<file path="config.mk">
export PLATFORM = sky130hd
export DESIGN_NAME = vga_timing_gen
export DESIGN_NICKNAME = d
export VERILOG_FILES = /design/src/rtl/vga_pkg.sv /design/src/rtl/vga_sync_delay.sv /design/src/rtl/vga_timing_gen.sv
export SDC_FILE = /design/constraint.sdc
export NUM_CORES = 1
export LEC_CHECK = 0
export BUFFER_PORTS_ARGS = -buffer_cell sky130_fd_sc_hd__buf_4
export CORE_ASPECT_RATIO = 1.4
export CORE_UTILIZATION = 63
export DETAILED_ROUTE_END_ITERATION = 8
export GPL_TIMING_DRIVEN = 1
export PLACE_DENSITY = 0.86
export RECOVER_POWER = 50
export SLEW_MARGIN = 30
export SYNTH_ARGS = -nofsm -noshare
export SYNTH_HDL_FRONTEND = slang
export SYNTH_SLANG_ARGS = --single-unit
</file>
<file path="constraint.sdc">
create_clock -name clk -period 6.31 [get_ports clk]
set_clock_uncertainty 0.15 [all_clocks]
set_input_delay 1.262 -clock clk [delete_from_list [all_inputs] [get_ports clk]]
set_output_delay 1.262 -clock clk [all_outputs]
set_load 0.005 [all_outputs]
</file>
<file path="src/rtl/vga_pkg.sv">
// vga_pkg: 640x480@60 timing defaults and shared types for the raster generator.
package vga_pkg;
  localparam int H_VIS   = 640;
  localparam int H_FP    = 16;
  localparam int H_SYNC  = 96;
  localparam int H_BP    = 48;
  localparam int V_VIS   = 480;
  localparam int V_FP    = 10;
  localparam int V_SYNC  = 2;
  localparam int V_BP    = 33;
  localparam int H_TOTAL = H_VIS + H_FP + H_SYNC + H_BP;
  localparam int V_TOTAL = V_VIS + V_FP + V_SYNC + V_BP;
  typedef logic [15:0] coord_t;
  typedef struct packed {
    logic hs;
    logic vs;
    logic blank_n;
  } vga_ctl_t;
  localparam vga_ctl_t CTL_IDLE = '{hs: 1'b1, vs: 1'b1, blank_n: 1'b0};
endpackage

</file>
<file path="src/rtl/vga_sync_delay.sv">
// vga_sync_delay: PIPE_DLY-stage shift of the DAC control bits, advancing once per pixel.
module vga_sync_delay
  import vga_pkg::*;
#(
  parameter int PIPE_DLY = 1
)(
  input  logic     clk,
  input  logic     rst_n,
  input  logic     en_i,
  input  vga_ctl_t ctl_i,
  output vga_ctl_t ctl_o
);
  generate
    if (PIPE_DLY == 0) begin : g_byp
      logic unused_ok;
      assign unused_ok = ^{clk, rst_n, en_i};
      assign ctl_o = ctl_i;
    end else begin : g_pipe
      vga_ctl_t stage_q [PIPE_DLY];
      // Reset flushes in-flight sync pulses so none outlives the reset.
      always_ff @(posedge clk or negedge rst_n) begin
        if (!rst_n) begin
          for (int i = 0; i < PIPE_DLY; i++) stage_q[i] <= CTL_IDLE;
        end else if (en_i) begin
          stage_q[0] <= ctl_i;
          for (int i = 1; i < PIPE_DLY; i++) stage_q[i] <= stage_q[i-1];
        end
      end
      assign ctl_o = stage_q[PIPE_DLY-1];
    end
  endgenerate
endmodule

</file>
<file path="src/rtl/vga_timing_gen.sv">
// vga_timing_gen: pixel-rate divider, raster counters and sync/blank decode for the VGA DAC.
module vga_timing_gen
  import vga_pkg::*;
#(
  parameter int CLK_DIV  = 2,
  parameter int H_VIS    = vga_pkg::H_VIS,
  parameter int H_FP     = vga_pkg::H_FP,
  parameter int H_SYNC   = vga_pkg::H_SYNC,
  parameter int H_BP     = vga_pkg::H_BP,
  parameter int V_VIS    = vga_pkg::V_VIS,
  parameter int V_FP     = vga_pkg::V_FP,
  parameter int V_SYNC   = vga_pkg::V_SYNC,
  parameter int V_BP     = vga_pkg::V_BP,
  parameter int PIPE_DLY = 1
)(
  input  logic        clk,
  input  logic        rst_n,
  output logic [15:0] hCount,
  output logic [15:0] vCount,
  output logic        bright,
  output logic        pixelEn,
  output logic        frameStart,
  output logic        hSync,
  output logic        vSync,
  output logic        VGA_BLANK_N,
  output logic        VGA_SYNC_N,
  output logic        VGA_CLK
);
  localparam coord_t H_LAST   = coord_t'(H_VIS + H_FP + H_SYNC + H_BP - 1);
  localparam coord_t V_LAST   = coord_t'(V_VIS + V_FP + V_SYNC + V_BP - 1);
  localparam coord_t H_VIS_C  = coord_t'(H_VIS);
  localparam coord_t V_VIS_C  = coord_t'(V_VIS);
  localparam coord_t HS_LO    = coord_t'(H_VIS + H_FP);
  localparam coord_t HS_HI    = coord_t'(H_VIS + H_FP + H_SYNC - 1);
  localparam coord_t VS_LO    = coord_t'(V_VIS + V_FP);
  localparam coord_t VS_HI    = coord_t'(V_VIS + V_FP + V_SYNC - 1);
  localparam coord_t DIV_LAST = coord_t'(CLK_DIV - 1);
  localparam coord_t DIV_HALF = coord_t'(CLK_DIV / 2);
  coord_t   div_q, div_d, h_q, h_d, v_q, v_d;
  logic     pe_q, bright_q, bright_d, h_wrap;
  vga_ctl_t ctl_raw, ctl_dly;
  always_comb begin
    div_d    = (div_q == DIV_LAST) ? '0 : div_q + 16'd1;
    h_wrap   = (h_q == H_LAST);
    h_d      = h_wrap ? '0 : h_q + 16'd1;
    v_d      = !h_wrap ? v_q : (v_q == V_LAST) ? '0 : v_q + 16'd1;
    bright_d = (h_d < H_VIS_C) && (v_d < V_VIS_C);
  end
  // pixelEn is registered from the next divider value so it reads 0 during reset.
  always_ff @(posedge clk or negedge rst_n) begin
    if (!rst_n) begin
      div_q    <= '0;
      pe_q     <= 1'b0;
      h_q      <= '0;
      v_q      <= '0;
      bright_q <= 1'b0;
    end else begin
      div_q <= div_d;
      pe_q  <= (div_d == DIV_LAST);
      if (pe_q) begin
        h_q      <= h_d;
        v_q      <= v_d;
        bright_q <= bright_d;
      end
    end
  end
  always_comb begin
    ctl_raw.hs      = !((h_q >= HS_LO) && (h_q <= HS_HI));
    ctl_raw.vs      = !((v_q >= VS_LO) && (v_q <= VS_HI));
    ctl_raw.blank_n = bright_q;
  end
  vga_sync_delay #(.PIPE_DLY(PIPE_DLY)) u_dly (
    .clk   (clk),
    .rst_n (rst_n),
    .en_i  (pe_q),
    .ctl_i (ctl_raw),
    .ctl_o (ctl_dly)
  );
  assign hCount      = h_q;
  assign vCount      = v_q;
  assign bright      = bright_q;
  assign pixelEn     = pe_q;
  assign frameStart  = pe_q && (h_q == '0) && (v_q == '0);
  assign hSync       = ctl_dly.hs;
  assign vSync       = ctl_dly.vs;
  assign VGA_BLANK_N = ctl_dly.blank_n;
  assign VGA_SYNC_N  = 1'b0;
  assign VGA_CLK     = (CLK_DIV == 1) ? 1'b1 : (div_q >= DIV_HALF);
endmodule

</file>
==> out/results.txt <==
Leakage = 1.61 nW
Die ar. = 5460 µm²
Endpoints failing setup = 0
Synthesis Warnings = 0
Commonest non-fill, non-tap cell in the layout = dfrtp_1
Status = complete, but fails checks
Vias in the first global route = 2729
PwrDens = 160 nW/µm²
DR vias = 2780
Nets = 389
Area Growth Syn to Fin = 12.1%
Synth Area in Compound Gates = 12.0%
Peak VDD IR = 0.000139 V
Top_reg_cell synth = dfrtp_1
Tcrit/Tclk final = 59.2%
Die Ht = 87.0 µm
1st-pass router iterations = 4
Failing checks = max-capacitance violations, max-slew violations
Post-cts sizing count = 0
RSZ-0062 raised after global routing = no
First-pass GRT wire length = 12.5 mm
Post-synth EDFFs = 0
Hold Fails Final Rpt = 0
Post-synthesis async set-or-reset flop share = 100%
Tmin final = 3.74 ns
Initial Utilization = 66.1%
Num CTS Buffers = 5
Hold Path Class = reg2reg
Via density = 6.26
Largest driver fanout on the critical path = 29
Clock sink total = 53
Routed WL = 7.45 mm
Synth Area in XOR/XNOR = 7.81%
Worst-Skew Late Latency = 0.32 ns
Synthesized area = 3250 µm²
1st-iter DRT viols = 162
Clock Pin Slew Worst Setup and Hold Paths = 0.11 ns
Simple-gate share of the synthesized area = 30.5%
Hold Path Sink = div_q[15]$_DFF_PN0_
GPL Wtd Cong = 0.904
CP startpoint kind = flop
Share of cells above drive strength 1 = 18.2%
Reg2reg path depth = 6
WP data required = 4.90 ns
Port bufs = 40
Residual DRC = 0
Initial antenna violation count = 0
ANT cells = 0
Syn avg cell area = 9.29 µm²
Critical hold path startpoint = div_q[15]$_DFF_PN0_
Multiplexer area fraction after synthesis = 1.27%
Wire length per cell = 16.8 µm
Post-synthesis adder-cell area fraction = 3.08%
Max-cap check violation count = 1
Die width = 62.7 µm
Syn Inst Count = 350
GR Util All Layers = 29.2%
CORE AREA = 4920 µm²
Worst-Margin Slew = 2.76 ns
Slew HR = -83.7%
Final Core Density = 74.1%
Setup Buffers After CTS = 0
Post-synthesis sequential area ratio = 40.9%
CTS tree = built
DP Wirelength = 5.35 mm
WP data arrival = 2.32 ns
Largest net degree at the start of global routing = 54
Synthesis-stage register bit count = 53
Reg2reg setup slack = 3.58 ns
Syn_nets = 360
Commonest cells after routing, fill and taps aside = dfrtp_1, buf_4, nand2_1, o21ai_0, nand3_1
CP Capture Type = output port
Critical path type = reg2out
Slew Limit Fails = 54
Clk buf depth = 2
RR Startpoint = hCount[10]$_DFFE_PN0P_
Largest family of logic cells by synthesized area = simple AND/OR/NAND/NOR gates
H-tree depth = 2
Hold depth = 1
Gr ovfl total = 0
Io pins = 42
Remaining antenna violation count = 0
FF-to-FF End = vCount[4]$_DFFE_PN0P_
Hold buffers post-CTS = 0
Root Buffer = clkbuf_8
Row count = 30
Number of library cell types mapped by synthesis = 65
Post-Route Setup TNS = 0 ns
FMAX = 0.268 GHz
## cells in the mapped netlist (2+ instances only)
cell type	n	share of area, %
a211oi_1	2	0.46
a21oi_1	5	0.77
a311o_2	2	0.69
and2_1	4	0.77
and3_1	12	2.3
and4_1	3	0.81
buf_2	3	0.46
buf_4	3	0.69
buf_6	2	0.69
clkbuf_1	8	0.92
dfrtp_1	51	39
dfstp_2	2	1.6
ha_1	8	3.1
inv_1	11	1.3
mux2i_1	3	0.92
nand2_1	31	3.6
nand2b_1	2	0.38
nand3_1	25	3.8
nand3b_1	3	0.69
nand4_1	12	2.3
nand4b_1	2	0.54
nor2_1	19	2.2
nor2b_1	5	0.96
nor3_1	13	2.0
nor3_2	3	0.92
nor3_4	2	1.0
nor4_1	9	1.7
o2111ai_1	2	0.54
o21ai_0	29	4.5
o22a_1	2	0.54
o31ai_1	3	0.69
o41ai_1	4	1.1
or3_1	5	0.96
or4_1	2	0.46
xnor2_1	20	5.4
xor2_1	9	2.4
## area by class of cell
class                           count  area [µm²]
Multi-Input combinational cell    268        1780
Sequential cell                    53        1330
Fill cell                         395        1270
Timing Repair Buffer               40         297
Tap cell                           64        80.1
Clock buffer                        5        68.8
Clock inverter                      3        46.3
Inverter                           11        41.3
## registers in the layout, indices dropped and copies added, names as in the netlist
name         cells
div_q           16
u_dly.ctl_o      3
vCount          16
pixelEn          1
hCount          16
bright           1
## metrics by stage
stage	cells	total power, mW	area, µm²	worst slack [ns]	hold WS [ns]
global placement	436	0.353	3530	2.95	0.339
detailed placement	436	0.353	3530	2.95	0.327
CTS	444	0.589	3650	2.59	0.355
finish	444	0.585	3640	2.57	0.354
floorplan	350	0.347	3250	3.35	0.309
global route	444	0.600	3640	2.13	0.388
## cell families (layout without fill, tap and decap cells)
family                   after synthesis  count (layout)
XOR/XNOR                              29              29
AO/OA/AOI/OAI                         59              59
multiplexers                           4               4
other                                  1               1
AND/OR/NAND/NOR                      167             167
flip-flops                            53              53
adder cells (fa/ha/maj)                8               8
buffers and inverters                 29              59
## worst max-delay path, cell delays in order (launching register included)
cell,delay [ns]
dfrtp_1,0.93
inv_1,0.32
nor2_1,0.22
nand3_1,0.10
nor4_1,0.28
buf_4,0.17
## routing by layer
metal	vias to the layer above	wire length [µm]	track usage (%)	share of wire (%)
met5	-	0	0	0
li1	1333	-	-	-
met4	0	252	15.2	3.4
met1	1354	2940	32.2	39
met3	22	238	3.80	3.2
met2	71	4020	54.4	54
## power by group
group / internal (mW) / switching (mW)
clock network: 0.119 / 0.120
logic: 0.0000845 / 0.00634
registers: 0.339 / 0
total: 0.458 / 0.126
## worst max path at each step
stage                     cells after the start                  to                    from
after floorplan                               5          frameStart  vCount[13]$_DFFE_PN0P_
after global placement                        5          frameStart       pixelEn$_DFF_PN0_
after detailed placement                      5          frameStart       pixelEn$_DFF_PN0_
after CTS                                     5          frameStart       pixelEn$_DFF_PN0_
after global routing                          1  div_q[1]$_DFF_PN0_                   rst_n
final                                         5          frameStart       pixelEn$_DFF_PN0_
No activity file was read; power rests on OpenSTA's default activity.
